`config.mk`:
```
export PLATFORM = sky130hd
export DESIGN_NAME = rv32i_multicycle_ctrl_flat
export DESIGN_NICKNAME = d
export VERILOG_FILES = /design/src/rtl/rv32i_multicycle_ctrl_pkg.sv /design/src/rtl/rv32i_multicycle_ctrl_if.sv /design/src/rtl/rv32i_ctrl_decode.sv /design/src/rtl/rv32i_multicycle_ctrl.sv /design/src/flat_wrapper.sv
export SDC_FILE = /design/constraint.sdc
export NUM_CORES = 1
export LEC_CHECK = 0
export CORE_UTILIZATION = 38
export DETAILED_ROUTE_END_ITERATION = 10
export HOLD_SLACK_MARGIN = 0.1
export PLACE_DENSITY = 0.79
export SETUP_SLACK_MARGIN = 0.2
export SLEW_MARGIN = 20
export SYNTH_ARGS = -nofsm -noshare
export SYNTH_HDL_FRONTEND = slang
export SYNTH_SLANG_ARGS = --single-unit
```
`constraint.sdc`:
```
create_clock -name clk -period 2.2 [get_ports clk]
set_clock_uncertainty 0.1 [all_clocks]
set_input_delay 0.44 -clock clk [delete_from_list [all_inputs] [get_ports clk]]
set_output_delay 0.44 -clock clk [all_outputs]
set_load 0.03 [all_outputs]
```
`src/rtl/rv32i_multicycle_ctrl_pkg.sv`:
```
// Shared types and helpers for the RV32I multi-cycle control unit.
package rv32i_ctrl_pkg;

  localparam logic [6:0] OPC_LOAD   = 7'h03;
  localparam logic [6:0] OPC_FENCE  = 7'h0F;
  localparam logic [6:0] OPC_OPIMM  = 7'h13;
  localparam logic [6:0] OPC_AUIPC  = 7'h17;
  localparam logic [6:0] OPC_STORE  = 7'h23;
  localparam logic [6:0] OPC_OP     = 7'h33;
  localparam logic [6:0] OPC_LUI    = 7'h37;
  localparam logic [6:0] OPC_BRANCH = 7'h63;
  localparam logic [6:0] OPC_JALR   = 7'h67;
  localparam logic [6:0] OPC_JAL    = 7'h6F;
  localparam logic [6:0] OPC_SYSTEM = 7'h73;

  typedef enum logic [2:0] {
    ST_IDLE, ST_FETCH, ST_DECODE, ST_EXEC, ST_MEM, ST_WB, ST_TRAP
  } state_t;

  typedef enum logic [2:0] {
    IMM_I = 3'd0, IMM_S = 3'd1, IMM_B = 3'd2, IMM_U = 3'd3, IMM_J = 3'd4
  } imm_sel_t;

  typedef enum logic [3:0] {
    ALU_ADD  = 4'd0, ALU_SUB = 4'd1, ALU_SLL = 4'd2, ALU_SLT   = 4'd3,
    ALU_SLTU = 4'd4, ALU_XOR = 4'd5, ALU_SRL = 4'd6, ALU_SRA   = 4'd7,
    ALU_OR   = 4'd8, ALU_AND = 4'd9, ALU_PASSB = 4'd10
  } alu_sel_t;

  typedef enum logic [1:0] {
    WB_MEM = 2'd0, WB_ALU = 2'd1, WB_PC4 = 2'd2
  } wb_sel_t;

  typedef enum logic [1:0] {
    CAUSE_NONE = 2'd0, CAUSE_ILLEGAL = 2'd1, CAUSE_TIMEOUT = 2'd2
  } trap_cause_t;

  // One-hot instruction class; all-zero means no legal opcode matched.
  typedef struct packed {
    logic op;
    logic opimm;
    logic load;
    logic store;
    logic branch;
    logic jal;
    logic jalr;
    logic lui;
    logic auipc;
    logic fence;
  } instr_class_t;

  function automatic logic branch_taken(input logic [2:0] funct3,
                                        input logic br_eq,
                                        input logic br_lt);
    logic taken;
    case (funct3)
      3'b000:         taken = br_eq;
      3'b001:         taken = ~br_eq;
      3'b100, 3'b110: taken = br_lt;
      3'b101, 3'b111: taken = ~br_lt;
      default:        taken = 1'b0;
    endcase
    return taken;
  endfunction

endpackage

```
`src/rtl/rv32i_multicycle_ctrl_if.sv`:
```
// Control/handshake bundle between the multi-cycle controller and the datapath/memory.
interface rv32i_multicycle_ctrl_if;
  logic [31:0] instr;
  logic        BrEq;
  logic        BrLT;
  logic        mem_ready;
  logic        mem_req;
  logic        PCWEn;
  logic        IRWEn;
  logic        PCSel;
  logic [2:0]  ImmSel;
  logic        RegWEn;
  logic        BrUn;
  logic        ASel;
  logic        BSel;
  logic [3:0]  ALUSel;
  logic        MemRW;
  logic [1:0]  WBSel;
  logic        retire;
  logic        trap;
  logic [1:0]  trap_cause;

  modport master (
    input  instr, BrEq, BrLT, mem_ready,
    output mem_req, PCWEn, IRWEn, PCSel, ImmSel, RegWEn, BrUn, ASel, BSel,
           ALUSel, MemRW, WBSel, retire, trap, trap_cause
  );

  modport slave (
    output instr, BrEq, BrLT, mem_ready,
    input  mem_req, PCWEn, IRWEn, PCSel, ImmSel, RegWEn, BrUn, ASel, BSel,
           ALUSel, MemRW, WBSel, retire, trap, trap_cause
  );
endinterface

```
`src/rtl/rv32i_ctrl_decode.sv`:
```
// Combinational instruction classifier: class, legality and ALU/immediate selects.
module rv32i_ctrl_decode
  import rv32i_ctrl_pkg::*;
#(
  parameter bit FENCE_AS_NOP = 1'b1
) (
  input  logic [31:0]  instr,
  output instr_class_t cls,
  output logic         illegal,
  output alu_sel_t     alu_sel,
  output imm_sel_t     imm_sel,
  output logic         a_sel,
  output logic         b_sel,
  output logic         br_un
);

  logic [6:0] opcode;
  logic [2:0] funct3;
  logic [6:0] funct7;
  logic       alt;
  logic       f7_ok;
  logic       shift;
  logic       unused_bits;

  assign opcode      = instr[6:0];
  assign funct3      = instr[14:12];
  assign funct7      = instr[31:25];
  assign unused_bits = ^{instr[24:15], instr[11:7]};

  // Classify opcode, flag illegal encodings, derive datapath selects.
  always_comb begin
    cls         = '0;
    cls.op      = (opcode == OPC_OP);
    cls.opimm   = (opcode == OPC_OPIMM);
    cls.load    = (opcode == OPC_LOAD);
    cls.store   = (opcode == OPC_STORE);
    cls.branch  = (opcode == OPC_BRANCH);
    cls.jal     = (opcode == OPC_JAL);
    cls.jalr    = (opcode == OPC_JALR);
    cls.lui     = (opcode == OPC_LUI);
    cls.auipc   = (opcode == OPC_AUIPC);
    // SYSTEM and a disabled FENCE never get a class bit, so they fall out as illegal.
    cls.fence   = (opcode == OPC_FENCE) && FENCE_AS_NOP;

    alt   = (funct7 == 7'h20);
    f7_ok = (funct7 == 7'h00) || alt;
    shift = (funct3 == 3'b001) || (funct3 == 3'b101);

    illegal = (cls == '0);
    if (cls.load && (funct3 == 3'd3 || funct3 == 3'd6 || funct3 == 3'd7)) illegal = 1'b1;
    if (cls.store && (funct3 > 3'd2)) illegal = 1'b1;
    if (cls.branch && (funct3 == 3'd2 || funct3 == 3'd3)) illegal = 1'b1;
    if (cls.jalr && (funct3 != 3'd0)) illegal = 1'b1;
    if (cls.op && (!f7_ok || (alt && funct3 != 3'd0 && funct3 != 3'd5))) illegal = 1'b1;
    if (cls.opimm && shift && (!f7_ok || (alt && funct3 != 3'd5))) illegal = 1'b1;

    alu_sel = ALU_ADD;
    if (cls.op || cls.opimm) begin
      case (funct3)
        3'd0:    alu_sel = (cls.op && alt) ? ALU_SUB : ALU_ADD;
        3'd1:    alu_sel = ALU_SLL;
        3'd2:    alu_sel = ALU_SLT;
        3'd3:    alu_sel = ALU_SLTU;
        3'd4:    alu_sel = ALU_XOR;
        3'd5:    alu_sel = alt ? ALU_SRA : ALU_SRL;
        3'd6:    alu_sel = ALU_OR;
        default: alu_sel = ALU_AND;
      endcase
    end
    if (cls.lui) alu_sel = ALU_PASSB;

    imm_sel = IMM_I;
    if (cls.store)              imm_sel = IMM_S;
    if (cls.branch)             imm_sel = IMM_B;
    if (cls.lui || cls.auipc)   imm_sel = IMM_U;
    if (cls.jal)                imm_sel = IMM_J;

    a_sel = cls.auipc || cls.jal || cls.branch;
    b_sel = ~cls.op;
    br_un = cls.branch && funct3[1];
  end

endmodule

```
`src/rtl/rv32i_multicycle_ctrl.sv`:
```
// Multi-cycle RV32I control FSM with variable-latency memory handshake and bus timeout.
module rv32i_multicycle_ctrl
  import rv32i_ctrl_pkg::*;
#(
  parameter int TIMEOUT_CYCLES = 16,
  parameter bit FENCE_AS_NOP   = 1'b1
) (
  input logic clk,
  input logic rst,
  rv32i_multicycle_ctrl_if.master bus
);

  localparam int TO_W = $clog2(TIMEOUT_CYCLES + 1);
  localparam int CW   = (TO_W > 0) ? TO_W : 1;
  localparam logic [CW-1:0] TO_LAST = CW'(TIMEOUT_CYCLES - 1);

  state_t       state, state_next;
  logic [CW-1:0] wait_cnt, wait_cnt_next;
  trap_cause_t  cause_q, cause_next;

  instr_class_t cls;
  logic         illegal;
  alu_sel_t     alu_sel;
  imm_sel_t     imm_sel;
  logic         a_sel, b_sel, br_un;
  logic         timed_out;
  logic         unused_cls;

  assign unused_cls = ^{cls.op, cls.opimm, cls.lui, cls.auipc};

  rv32i_ctrl_decode #(.FENCE_AS_NOP(FENCE_AS_NOP)) u_decode (
    .instr   (bus.instr),
    .cls     (cls),
    .illegal (illegal),
    .alu_sel (alu_sel),
    .imm_sel (imm_sel),
    .a_sel   (a_sel),
    .b_sel   (b_sel),
    .br_un   (br_un)
  );

  assign timed_out = (TIMEOUT_CYCLES != 0) && (wait_cnt == TO_LAST);

  // State, stall counter and latched trap cause.
  always_ff @(posedge clk or posedge rst) begin
    if (rst) begin
      state    <= ST_IDLE;
      wait_cnt <= '0;
      cause_q  <= CAUSE_NONE;
    end else begin
      state    <= state_next;
      wait_cnt <= wait_cnt_next;
      cause_q  <= cause_next;
    end
  end

  // Next-state and all control outputs.
  always_comb begin
    state_next     = state;
    wait_cnt_next  = wait_cnt;
    cause_next     = cause_q;
    bus.mem_req    = 1'b0;
    bus.PCWEn      = 1'b0;
    bus.IRWEn      = 1'b0;
    bus.PCSel      = 1'b0;
    bus.ImmSel     = '0;
    bus.RegWEn     = 1'b0;
    bus.BrUn       = 1'b0;
    bus.ASel       = 1'b0;
    bus.BSel       = 1'b0;
    bus.ALUSel     = '0;
    bus.MemRW      = 1'b0;
    bus.WBSel      = '0;
    bus.retire     = 1'b0;
    bus.trap       = 1'b0;
    bus.trap_cause = CAUSE_NONE;

    // Operand selects stay put from EXEC through WB so the ALU result
    // (data address, jump target, writeback value) is stable without an ALU-out register.
    if (state inside {ST_EXEC, ST_MEM, ST_WB}) begin
      bus.ImmSel = imm_sel;
      bus.ALUSel = alu_sel;
      bus.ASel   = a_sel;
      bus.BSel   = b_sel;
      bus.BrUn   = br_un;
    end

    case (state)
      ST_IDLE: state_next = ST_FETCH;

      ST_FETCH: begin
        bus.mem_req = 1'b1;
        if (bus.mem_ready) begin
          bus.IRWEn  = 1'b1;
          state_next = ST_DECODE;
        end else if (timed_out) begin
          state_next = ST_TRAP;
          cause_next = CAUSE_TIMEOUT;
        end else if (TIMEOUT_CYCLES != 0) begin
          wait_cnt_next = wait_cnt + CW'(1);
        end
      end

      ST_DECODE: begin
        if (illegal) begin
          state_next = ST_TRAP;
          cause_next = CAUSE_ILLEGAL;
        end else begin
          state_next = ST_EXEC;
        end
      end

      ST_EXEC: begin
        if (cls.branch) begin
          bus.PCSel  = branch_taken(bus.instr[14:12], bus.BrEq, bus.BrLT);
          bus.PCWEn  = 1'b1;
          bus.retire = 1'b1;
          state_next = ST_FETCH;
        end else if (cls.fence) begin
          bus.PCWEn  = 1'b1;
          bus.retire = 1'b1;
          state_next = ST_FETCH;
        end else if (cls.load || cls.store) begin
          state_next = ST_MEM;
        end else begin
          state_next = ST_WB;
        end
      end

      ST_MEM: begin
        bus.mem_req = 1'b1;
        bus.MemRW   = cls.store;
        if (bus.mem_ready) begin
          if (cls.store) begin
            bus.PCWEn  = 1'b1;
            bus.retire = 1'b1;
            state_next = ST_FETCH;
          end else begin
            state_next = ST_WB;
          end
        end else if (timed_out) begin
          state_next = ST_TRAP;
          cause_next = CAUSE_TIMEOUT;
        end else if (TIMEOUT_CYCLES != 0) begin
          wait_cnt_next = wait_cnt + CW'(1);
        end
      end

      ST_WB: begin
        bus.RegWEn = 1'b1;
        bus.PCWEn  = 1'b1;
        bus.retire = 1'b1;
        if (cls.load) begin
          bus.WBSel = WB_MEM;
        end else if (cls.jal || cls.jalr) begin
          bus.WBSel = WB_PC4;
          bus.PCSel = 1'b1;
        end else begin
          bus.WBSel = WB_ALU;
        end
        state_next = ST_FETCH;
      end

      ST_TRAP: begin
        bus.trap       = 1'b1;
        bus.trap_cause = cause_q;
      end

      default: state_next = ST_IDLE;
    endcase

    // Any state change restarts the stall counter, covering every entry into FETCH and MEM.
    if (state_next != state) wait_cnt_next = '0;
  end

endmodule

```
`src/flat_wrapper.sv`:
```
// flat-port wrapper written by rule: the top's interface ports become plain ports
module rv32i_multicycle_ctrl_flat import rv32i_ctrl_pkg::*;
#(
  parameter int TIMEOUT_CYCLES = 16,
  parameter bit FENCE_AS_NOP   = 1'b1
)
  (clk, rst, bus_instr, bus_BrEq, bus_BrLT, bus_mem_ready, bus_mem_req, bus_PCWEn, bus_IRWEn, bus_PCSel, bus_ImmSel, bus_RegWEn, bus_BrUn, bus_ASel, bus_BSel, bus_ALUSel, bus_MemRW, bus_WBSel, bus_retire, bus_trap, bus_trap_cause);
  rv32i_multicycle_ctrl_if bus_i ();
  input logic clk;
  input logic rst;
  input wire logic [$bits(bus_i.instr)-1:0] bus_instr;
  input wire logic [$bits(bus_i.BrEq)-1:0] bus_BrEq;
  input wire logic [$bits(bus_i.BrLT)-1:0] bus_BrLT;
  input wire logic [$bits(bus_i.mem_ready)-1:0] bus_mem_ready;
  output wire logic [$bits(bus_i.mem_req)-1:0] bus_mem_req;
  output wire logic [$bits(bus_i.PCWEn)-1:0] bus_PCWEn;
  output wire logic [$bits(bus_i.IRWEn)-1:0] bus_IRWEn;
  output wire logic [$bits(bus_i.PCSel)-1:0] bus_PCSel;
  output wire logic [$bits(bus_i.ImmSel)-1:0] bus_ImmSel;
  output wire logic [$bits(bus_i.RegWEn)-1:0] bus_RegWEn;
  output wire logic [$bits(bus_i.BrUn)-1:0] bus_BrUn;
  output wire logic [$bits(bus_i.ASel)-1:0] bus_ASel;
  output wire logic [$bits(bus_i.BSel)-1:0] bus_BSel;
  output wire logic [$bits(bus_i.ALUSel)-1:0] bus_ALUSel;
  output wire logic [$bits(bus_i.MemRW)-1:0] bus_MemRW;
  output wire logic [$bits(bus_i.WBSel)-1:0] bus_WBSel;
  output wire logic [$bits(bus_i.retire)-1:0] bus_retire;
  output wire logic [$bits(bus_i.trap)-1:0] bus_trap;
  output wire logic [$bits(bus_i.trap_cause)-1:0] bus_trap_cause;
  assign bus_i.instr = bus_instr;
  assign bus_i.BrEq = bus_BrEq;
  assign bus_i.BrLT = bus_BrLT;
  assign bus_i.mem_ready = bus_mem_ready;
  assign bus_mem_req = bus_i.mem_req;
  assign bus_PCWEn = bus_i.PCWEn;
  assign bus_IRWEn = bus_i.IRWEn;
  assign bus_PCSel = bus_i.PCSel;
  assign bus_ImmSel = bus_i.ImmSel;
  assign bus_RegWEn = bus_i.RegWEn;
  assign bus_BrUn = bus_i.BrUn;
  assign bus_ASel = bus_i.ASel;
  assign bus_BSel = bus_i.BSel;
  assign bus_ALUSel = bus_i.ALUSel;
  assign bus_MemRW = bus_i.MemRW;
  assign bus_WBSel = bus_i.WBSel;
  assign bus_retire = bus_i.retire;
  assign bus_trap = bus_i.trap;
  assign bus_trap_cause = bus_i.trap_cause;
  rv32i_multicycle_ctrl #(.TIMEOUT_CYCLES(TIMEOUT_CYCLES), .FENCE_AS_NOP(FENCE_AS_NOP)) u_core (.clk(clk), .rst(rst), .bus(bus_i));
endmodule
```
==> results of run 1 <==
state kept, by name, indices dropped and copies added (netlist names):
name,cells
u_core.state,3
u_core.cause_q,2
u_core.wait_cnt,5
worst max-delay path, delay by kind of cell:
kind | cells | cell delay [ns]
AO/OA/AOI/OAI | 3 | 0.47
buffers and inverters | 2 | 0.38
AND/OR/NAND/NOR | 3 | 0.79
kinds of logic after synthesis:
logic type                 synth area share [%]
and+or+nand+nor                            38.4
AOI/OAI and AO/OA                          26.5
buffers and inverters                      8.06
DFF                                        19.0
xor gates and xnor gates                   4.64
adders and majority gates                  2.65
muxes                                     0.758
through the flow:
stage	setup slack (ns)	area [um2]	TNS, ns	util [%]
3_3_place_gp	-0.579	2120	-9.67	63.7
6_report	-0.416	2830	-2.13	84.8
5_1_grt	-0.460	2830	-2.98	84.8
2_1_floorplan	-0.179	1440	-0.179	-
3_5_place_dp	-0.598	2120	-10.13	63.7
4_1_cts	-0.347	2650	-0.347	79.3
final cells by class:
cell class              instances  share of cell area (%)
well taps                      46                    2.03
flip-flops and latches         10                    8.84
repair buffers                122                    40.5
clock buffers                   3                   0.796
inverters                      10                    1.55
diodes                          1                  0.0884
multi-input cells             144                    46.2
per-layer routing:
| metal | vias up | GRT usage, % | routed length [um] |
|---|---|---|---|
| met3 | 72 | 8.53 | 754 |
| met2 | 187 | 61.1 | 3700 |
| met5 | - | 0 | 0 |
| li1 | 873 | - | - |
| met4 | 0 | 17.2 | 679 |
| met1 | 1037 | 42.4 | 2860 |
power by group through the flow:
| stage | sequential [mW] | combinational, mW | clock [mW] |
|---|---|---|---|
| global placement | 0.264 | 1.13 | 0 |
| CTS | 0.262 | 1.53 | 0.128 |
| detailed placement | 0.265 | 1.16 | 0 |
| floorplan | 0.253 | 0.778 | 0 |
| finish | 0.279 | 1.90 | 0.137 |
| global route | 0.281 | 1.98 | 0.146 |
placed cells by master (no fill, tap or decap), drive strengths merged, types with 4 or more instances in the layout:
master,n
buf,111
nand2,15
nor2,14
nor3,14
a21oi,14
o21ai,11
dfrtp,10
inv,9
and3,8
nand3,6
dlygate4sd2,4
clkbuf,4
xnor2,4
o21a,4
a211oi,4
nor3b,4
synth_stat cells (2+ instances only):
master                      n
sky130_fd_sc_hd__and4bb_1   2
sky130_fd_sc_hd__and3_1     7
sky130_fd_sc_hd__nor3b_1    4
sky130_fd_sc_hd__o21ai_1    3
sky130_fd_sc_hd__o31ai_1    2
sky130_fd_sc_hd__and3b_1    3
sky130_fd_sc_hd__inv_1     10
sky130_fd_sc_hd__a21oi_1   14
sky130_fd_sc_hd__dfrtp_1   10
sky130_fd_sc_hd__ha_1       2
sky130_fd_sc_hd__nand2_1   15
sky130_fd_sc_hd__a31oi_1    2
sky130_fd_sc_hd__nor3_1    13
sky130_fd_sc_hd__clkbuf_1   3
sky130_fd_sc_hd__a211oi_1   4
sky130_fd_sc_hd__nor2_1    14
sky130_fd_sc_hd__buf_2      4
sky130_fd_sc_hd__o21a_1     4
sky130_fd_sc_hd__or2_2      3
sky130_fd_sc_hd__buf_4      3
sky130_fd_sc_hd__xor2_1     3
sky130_fd_sc_hd__nand4_1    3
sky130_fd_sc_hd__nor4b_2    2
sky130_fd_sc_hd__o21ai_0    7
sky130_fd_sc_hd__xnor2_1    4
sky130_fd_sc_hd__nand2b_1   3
sky130_fd_sc_hd__nand3_1    6
path summary, 6_finish.rpt:
kind                       slack [ns]                        endpoint                      startpoint
max in group asynchronous        1.31  u_core.wait_cnt[4]$_DFFE_PP0P_                             rst
hold reg to reg                  0.49   u_core.cause_q[0]$_DFFE_PP0P_   u_core.cause_q[0]$_DFFE_PP0P_
min in group clk                 0.49   u_core.cause_q[0]$_DFFE_PP0P_   u_core.cause_q[0]$_DFFE_PP0P_
setup reg to reg                -0.04  u_core.wait_cnt[4]$_DFFE_PP0P_  u_core.wait_cnt[0]$_DFFE_PP0P_
setup / recovery                -0.42                   bus_ALUSel[0]                   bus_instr[28]
hold / removal                   0.37   u_core.cause_q[1]$_DFFE_PP0P_                             rst
repair_timing:
action / CTS / global route
gates resized for setup: 160 / 29
pin swaps: 55 / 21
endpoints found under the setup margin: 28 / 31
gates cloned: 2 / 0
setup buffers: 21 / 12
==> metrics.txt, run 1 <==
maximum number of pins on one net before global-route repair 17; total count of max-transition violations in the final report 0; async set-reset flop share out of synthesis 100%; cell breakdown of the critical path clkdlybuf4s15_1 > or4_4 > nor3_4 > a21oi_2 > o21ai_1 > nand3_1 > a211oi_4 > buf_6; minimum clock period after layout 2.62 ns; DRC errors left 0; final critical-path share of the clock period 119%; area taken by flip-flops and latches 250 um2; required time worst endpoint around 1.7 ns; via count of the routed design 2169; remaining global-route overflow 0; cts hold-fix bufs 0; synthesized area per cell 7.50 um2; failing checks negative setup slack; part of the power in the clock network 5.9%; Yosys cell types 53; Internal Dissipation 1.15 mW; CP Data Arrival Time 2.08 ns; residual antenna-violating net count after detailed routing 0; fraction of final layout cells with drive strength greater than 1 66.1%; WHS approximately 0.37 ns; net switching share of the total power 50.5%; number of clock sinks 10; CTS tree yes; cell chosen for the clock root sky130_fd_sc_hd__clkbuf_4; count of state elements after synthesis 10; Top FF cell, synth sky130_fd_sc_hd__dfrtp_1; Pwr per Cell Area 819 nW/um2; initial core utilization 39.6%; share of power burned in registers 12.0%; final routed wire length divided by cell count 23.8 um; warnings from Yosys 0; min-delay worst type in -> async; insertion delay of the later-clocked pin in the worst-skew pair 0.28 ns; Worst Reg-to-Reg Cells 8; wire length after detailed routing 7990 um; Slew HR 65.9%; post-synthesis sequential area ratio around a fifth; number of cells produced by synthesis 176; Syn Std Cell Area 1320 um2; num rows 21; final-stage net count 330; Setup WS post-layout -0.416 ns; net switching power of the design 1.17 mW; type of destination of the critical path primary output; all-layer global routing usage roughly 36%; CP Launch Type input port; gpl congestion 0.888; final setup violation count 13; full die area 3710 um2; number of port buffers 43; number of cells in the design after placement 297; Max rail drop VDD 0.000608 V; depth of the CTS H-tree 1; total clock buffers created by CTS 3; actual slew at the worst max-slew pin 0.510 ns; unrepaired setup endpoints after global routing true; vias in the first global route 1977; Hold Fails Final Rpt 0; upper clock frequency limit 382 MHz; leakage power 1.22 nW; core area 3340 um2; Die X-Extent 60.9 um; largest area contributor in the synthesized netlist sky130_fd_sc_hd__dfrtp_1; half-perimeter wire length after placement 3160 um; count of placed standard cells in the final layout, fillers left out 336; footprint of the multi-input gates 1310 um2; largest cells by area after synthesis sky130_fd_sc_hd__dfrtp_1, sky130_fd_sc_hd__a21oi_1, sky130_fd_sc_hd__nor3_1; standard cell with the maximum stage delay on the critical path sky130_fd_sc_hd__or4_4; drt first-iter violations 335; synthesis-to-layout area growth 114%; outcome finished with violations; global-route wire length before repair 9710 um; number of inserted filler cells in the final layout 164; number of flops mapped to enable cells by yosys 0; Synthesized Nets 215; number of maximum-capacitance violations 0; average vias per placed instance 6.46; WS Path Type in -> out; antenna violations before repair 1; vertical die dimension 60.9 um; worst-path maximum fanout 3; Clock transition at path regs 0.08 ns; total power consumption of the routed design 2.32 mW; top-level port count 59; area share of the largest cell type after synthesis 19.0%; maximum number of buffers from clock root to sink 2; combinational share of power ~82%; Largest stage delay, worst path 0.45 ns; count of TritonRoute iterations in the first routing pass 7
Note: power is estimated with default switching activity, not from simulation.
==> run 2: changes to the inputs <==
- CORE_UTILIZATION: 38 -> 39
- PLACE_DENSITY: 0.79 -> 0.8
- RECOVER_POWER: default -> 25
- SLEW_MARGIN: 20 -> 0
- SYNTH_HIERARCHICAL: default -> 1
==> metrics.txt, run 2 <==
outcome finished with violations; failing checks negative setup slack; min-delay worst type reg -> reg; Pwr per Cell Area 765 nW/um2 (-6.5%); vias in the first global route 1834 (-7.2%); global-route wire length before repair 9200 um (-5.2%); number of maximum-capacitance violations 0 (unchanged); registers with the most flip-flops u_core/wait_cnt (5), u_core/state (3), u_core/cause_q (2); initial core utilization 40.8% (+1.2 points); number of clock sinks 10 (unchanged); net switching power of the design 1.15 mW (-1.4%); total clock buffers created by CTS 3 (unchanged); cell chosen for the clock root sky130_fd_sc_hd__clkbuf_4; via count of the routed design 2322 (+7.1%); final routed wire length divided by cell count 26.1 um (+9.8%); combinational share of power 82.8% (+0.7 points); hold path start u_core/cause_q[0]$_DFFE_PP0P_; minimum clock period after layout 2.52 ns (-0.0990 ns); synthesis-to-layout area growth 127%; remaining global-route overflow 0 (unchanged); cts hold-fix bufs 0 (unchanged); Worst Reg-to-Reg Cells 8 (unchanged); Clock transition at path regs 0.07 ns (about the same); Max rail drop VDD 0.000531 V (-13%); met2 Track Usage GR 55.4% (-5.6 points); all-layer global routing usage 33.9% (-2.0 points); busiest layer in global routing met2; required time worst endpoint 2.27 ns (+0.61 ns); Slew HR 70.5% (+4.6 points); final critical-path share of the clock period 114% (-4.5 points); WS Path Type in -> reg; drt first-iter violations 298 (-11%); total power consumption of the routed design 2.37 mW (+2.1%); Top reg by flops u_core/wait_cnt; Synthesized Nets 220 (+2.3%); worst-path maximum fanout 5 (+2); maximum number of buffers from clock root to sink 2 (unchanged); core area 3340 um2 (unchanged); most frequent standard cell in the layout excluding fill and tap cells sky130_fd_sc_hd__buf_4; Setup WS post-layout -0.317 ns (+0.0990 ns); Internal Dissipation 1.21 mW (+5.7%); type of destination of the critical path register; top-level port count 59 (unchanged); hold path cells 2; Reg2Reg Launch Point u_core/wait_cnt[0]$_DFFE_PP0P_; number of port buffers 43 (unchanged); final setup violation count 20 (+7); num rows 21 (unchanged); wire length after detailed routing 9190 um (+15%); insertion delay of the later-clocked pin in the worst-skew pair 0.27 ns (about the same); met1 track utilization from global routing 45.9% (+3.5 points); leakage power 1.37 nW (+13%); flip-flop count of the largest register after layout 5 (unchanged); full die area 3730 um2 (+0.38%); share of power burned in registers 11.5% (-0.5 points); CP Data Arrival Time 2.59 ns (+0.51 ns); antenna violations before repair 0 (-1); Syn Std Cell Area 1360 um2 (+3.0%); depth of the CTS H-tree 1 (unchanged); number of cells produced by synthesis 181 (+2.8%); count of TritonRoute iterations in the first routing pass 5 (-2); Die X-Extent 61.1 um (+0.19%); gpl congestion 0.975 (+9.9%); total count of max-transition violations in the final report 0 (unchanged); part of the power in the clock network 5.6% (-0.3 points); residual antenna-violating net count after detailed routing 0 (unchanged); CTS tree yes; final instance area 3090 um2 (+9.3%); maximum number of pins on one net before global-route repair 24 (+7); warnings from Yosys 6 (+6); Placed Instance Area 2190 um2 (+2.9%); Hold Fails Final Rpt 0 (unchanged); half-perimeter wire length after placement 3300 um (+4.7%); count of placed standard cells in the final layout, fillers left out 352 (+4.8%); number of inserted diodes 0 (-1); CP Launch Type input port; unrepaired setup endpoints after global routing true; DRC errors left 0 (unchanged); number of inserted filler cells in the final layout 103 (-37%); timing startpoint of the critical path bus_instr[13]; net switching share of the total power 48.8% (-1.7 points); synthesized area per cell 7.51 um2 (+0.19%); actual slew at the worst max-slew pin 0.442 ns (-0.0676 ns); vertical die dimension 61.1 um (+0.19%); number of cells in the design after placement 307 (+3.4%); fraction of final layout cells with drive strength greater than 1 69.6% (+3.5 points); met3 track utilization from global routing 6.30% (-2.2 points); average vias per placed instance 6.60 (+2.2%); final-stage net count 347 (+5.2%); upper clock frequency limit 397 MHz (+3.9%); leading cell types in the layout, fill and taps excluded sky130_fd_sc_hd__buf_4, sky130_fd_sc_hd__buf_6, sky130_fd_sc_hd__and2_4, sky130_fd_sc_hd__nor2_1, sky130_fd_sc_hd__dfrtp_1
run 2: metal layers:
layer  vias to the layer above  wire, um
met3                        91      1150
met1                      1082      3170
met5                         -         0
met2                       241      4120
li1                        908         -
met4                         0       742
run 2: stage by stage:
stage	hold WS, ns	TNS [ns]	utilization (%)	setup WS [ns]
3_5_place_dp	0.389	-9.63	65.5	-0.539
6_report	0.443	-2.56	92.7	-0.317
3_3_place_gp	0.379	-8.86	65.5	-0.503
2_1_floorplan	0.180	-0.0211	-	-0.0175
5_1_grt	0.454	-4.22	92.7	-0.419
4_1_cts	0.371	-0.116	78.1	-0.0762
run 2: final timing paths:
check | slack [ns] | endpoint
max | -0.32 | u_core/state[0]$_DFF_PP0_
min | 0.44 | u_core/cause_q[0]$_DFFE_PP0P_
max reg2reg | -0.12 | u_core/wait_cnt[2]$_DFFE_PP0P_
min reg2reg | 0.44 | u_core/cause_q[0]$_DFFE_PP0P_
max in group asynchronous | 1.16 | u_core/wait_cnt[4]$_DFFE_PP0P_
min in group asynchronous | 0.53 | u_core/cause_q[0]$_DFFE_PP0P_
run 2: layout make-up:
class | instances | area [um2] | share of cell area [%]
sequential | 10 | 250 | 8.09
inverter | 6 | 27.5 | 0.890
clock buffer | 3 | 22.5 | 0.728
multi-input combinational | 150 | 1430 | 46.2
tap | 46 | 57.6 | 1.86
timing repair buffer | 137 | 1310 | 42.3
run 2: what timing repair did:
action	in CTS	in global routing
resized for setup	139	91
buffers inserted	20	19
endpoints found under the hold margin	0	0
pin swaps	41	38
gates cloned	1	2
setup endpoints to repair	30	31
run 2: power groups by stage:
| stage | sequential [mW] | combinational, mW | clock (mW) |
|---|---|---|---|
| floorplan | 0.241 | 0.701 | 0 |
| global route | 0.271 | 2.02 | 0.145 |
| finish | 0.272 | 1.96 | 0.134 |
| global placement | 0.244 | 1.12 | 0 |
| CTS | 0.243 | 1.27 | 0.124 |
| detailed placement | 0.246 | 1.14 | 0 |
run 2: worst max-delay path, cell delays in order:
cell                              delay, ns
sky130_fd_sc_hd__clkdlybuf4s15_2       0.21
sky130_fd_sc_hd__buf_6                 0.13
sky130_fd_sc_hd__buf_4                 0.14
sky130_fd_sc_hd__nor3_2                0.35
sky130_fd_sc_hd__o21ai_1               0.19
sky130_fd_sc_hd__nand3_1               0.18
sky130_fd_sc_hd__o2111ai_2             0.20
sky130_fd_sc_hd__buf_4                 0.22
sky130_fd_sc_hd__o21ai_1               0.17
sky130_fd_sc_hd__o21ai_1               0.11
sky130_fd_sc_hd__a22oi_1               0.23
==> variant: new RTL, config.mk and constraints of run 1 <==
`TIMEOUT_CYCLES` is set to 16 in 2 places; all go to 64.
--- a/src/rtl/rv32i_multicycle_ctrl.sv
+++ b/src/rtl/rv32i_multicycle_ctrl.sv
@@ -2,7 +2,7 @@
 module rv32i_multicycle_ctrl
   import rv32i_ctrl_pkg::*;
 #(
-  parameter int TIMEOUT_CYCLES = 16,
+  parameter int TIMEOUT_CYCLES = 64,
   parameter bit FENCE_AS_NOP   = 1'b1
 ) (
   input logic clk,
--- a/src/flat_wrapper.sv
+++ b/src/flat_wrapper.sv
@@ -1,7 +1,7 @@
 // flat-port wrapper written by rule: the top's interface ports become plain ports
 module rv32i_multicycle_ctrl_flat import rv32i_ctrl_pkg::*;
 #(
-  parameter int TIMEOUT_CYCLES = 16,
+  parameter int TIMEOUT_CYCLES = 64,
   parameter bit FENCE_AS_NOP   = 1'b1
 )
   (clk, rst, bus_instr, bus_BrEq, bus_BrLT, bus_mem_ready, bus_mem_req, bus_PCWEn, bus_IRWEn, bus_PCSel, bus_ImmSel, bus_RegWEn, bus_BrUn, bus_ASel, bus_BSel, bus_ALUSel, bus_MemRW, bus_WBSel, bus_retire, bus_trap, bus_trap_cause);
Formal check against the unedited RTL: same outputs for any inputs over 10 cycles, from zero or initial values and one cycle with rst high; that may be too few to reach the edited logic, so the function may still have changed.
==> variant against run 1 <==
- register-to-register slack gained 370 ps
- worst hold slack got worse by 12 ps
- worst setup slack improved by 460 ps
- design area decreased by 12%
- routed wire length fell by 39%
- sequential share of layout area is 3.2 points higher
- power shrank 26%
- critical endpoint is now bus_PCWEn
- synthesized area grew 1.8%
- maximum frequency increased by 21%
- sequential power is 5% higher
- first-iteration DRC count decreased by 56%
- global-route usage fell by 12 points
- sequential cell count up 2
==> variant: results (changes against run 1) <==
[outcome]
status = complete, no violations

[sta]
worstMarginPinSlew_ps = 471.9  ; -37.99 ps
hold_ws_ps = 362.8  ; -11.86 ps

[setup_path]
critPathSlowestCell = or2_4
cpPeakStageDelay_ps = 260  ; -190 ps
path_max_fanout = 6  ; +3
arrival_ps = 1620  ; -460 ps
cp_top_family = simple AND/OR/NAND/NOR gates
rrSetupSlack_ps = 330  ; +370 ps

[placement]
gp_congestion = 0.8599  ; -3.2%
dp_cells = 281  ; -5.4%
hpwl_um = 3039  ; -3.7%
dpl_cell_area_sq_um = 2059  ; -3.1%

[synthesis]
synth_ff_type = dfrtp_1
synth_commonest_cells = 16 x nand2_1, 13 x a21oi_1, 12 x dfrtp_1
synthTopCellsByArea = dfrtp_1 22%, a21oi_1 4.8%, nand2_1 4.5%
syn_inst = 169  ; -4.0%
synth_cell_types = 54  ; +1.9%
ys_warn_count = 0  ; unchanged
syn-num-nets = 207  ; -3.7%
seq_area_frac_synth_pct = 22.35  ; +3.4 points
synthArstFlopShare_pct = 100.0  ; unchanged

[cts]
clkLatencyLatePin_ps = 280  ; about the same
path_clk_slew_ps = 80  ; about the same
cts.path.max_buffers = 2  ; unchanged
cts_made_buffers = 3  ; unchanged
cts.root.buffer_cell = clkbuf_4
cts_htree_levels = 1  ; unchanged

[drt]
wl_um = 4863  ; -39%
first_iter_violations = 149  ; -56%
drt-pass1-iter-count = 4  ; -3
vias = 1760  ; -19%

[finish]
biggestRegsByFlops = u_core.wait_cnt: 7 flops, u_core.state: 3 flops, u_core.cause_q: 2 flops
diodes = 0  ; -1
top_register = u_core.wait_cnt
stdcell_count = 313  ; -6.8%
fillers = 231  ; +41%
drive_gt1_share_pct = 57.68  ; -8.4 points

[global_routing]
grt_max_degree = 13  ; -4
antenna_found_initial = 0  ; -1
grtUsageTotal_pct = 23.78  ; -12 points
grt_first_pass_wirelength_um = 6782  ; -30%
first_global_vias = 1543  ; -22%

[worst_hold_path]
min_path_type = in -> async

[pwr]
peakVddDrop_mv = 0.4517  ; -26%
switching_share_pct = 45.75  ; -4.7 points
power.leakage_nw = 1.135  ; -6.7%

## variant: cell types whose count changed after synthesis, sizes merged, moves of 4 or more
cell / delta
inv: -6
nor3: -7
nor2b: +4
o21ai: -8
## variant: per-stage QoR
stage          power [mW]  worst slack (ps)  util, %
6_report            1.706             42.11    74.18
5_1_grt             1.797             4.013    74.18
4_1_cts             1.556             81.00    70.65
3_5_place_dp        1.185            -402.0    61.24
3_3_place_gp        1.173            -329.0    61.24
2_1_floorplan      0.9261             23.63        -
## variant: kinds of logic (layout without fill, tap and decap cells)
kind of cell             after synthesis  after routing  share of synthesized area [%]
multiplexers                           3              3                          2.235
adder cells (fa/ha/maj)                1              1                         0.9309
AND/OR/NAND/NOR                       84             84                          37.52
buffers and inverters                 15            113                          6.982
AO/OA/AOI/OAI                         49             49                          26.72
flip-flops                            12             12                          22.35
XOR/XNOR                               5              5                          3.259
## variant: final timing paths
kind                       depth (start not counted)               start                 end
max in group asynchronous                          2                 rst     u_core.state[1]
setup / recovery                                   7        bus_instr[3]           bus_PCWEn
setup reg to reg                                   8  u_core.wait_cnt[0]     u_core.state[0]
min in group clk                                   1   u_core.cause_q[0]   u_core.cause_q[0]
hold / removal                                     2                 rst  u_core.wait_cnt[2]
hold reg to reg                                    1   u_core.cause_q[0]   u_core.cause_q[0]
## variant: timing repair
action	4_1_cts	5_1_grt
buffers inserted	15	13
pin swaps	28	15
setup endpoints to repair	26	24
gates resized for setup	117	24
## variant: area by class of cell
cell class | count | share of cell area, %
Sequential cell | 12 | 12.09
Inverter | 4 | 0.6018
Tap cell | 46 | 2.307
Multi-Input combinational cell | 142 | 48.55
Clock buffer | 4 | 1.454
Timing Repair Buffer | 105 | 35.01
## variant: worst reg2reg max path, stage by stage (launching register included)
cell	delay, ps
dfrtp_1	470
ha_1	230
nor2b_1	200
a21oi_2	100
buf_4	140
buf_4	130
o22ai_1	160
o22a_1	160
o21ai_0	70
## variant: power by group through the flow
stage | registers [mW] | logic, mW | clock network [mW]
3_5_place_dp | 0.304 | 0.881 | 0
3_3_place_gp | 0.302 | 0.871 | 0
2_1_floorplan | 0.272 | 0.655 | 0
5_1_grt | 0.302 | 1.30 | 0.195
6_report | 0.293 | 1.23 | 0.180
4_1_cts | 0.294 | 1.08 | 0.183
## variant: per-layer routing
layer / track usage, % / vias up / part of all wire (%)
li1: - / 829 / -
met1: 31.39 / 835 / 41
met2: 40.99 / 86 / 51
met3: 3.992 / 10 / 5.8
met4: 4.762 / 0 / 1.5
met5: 0 / - / 0
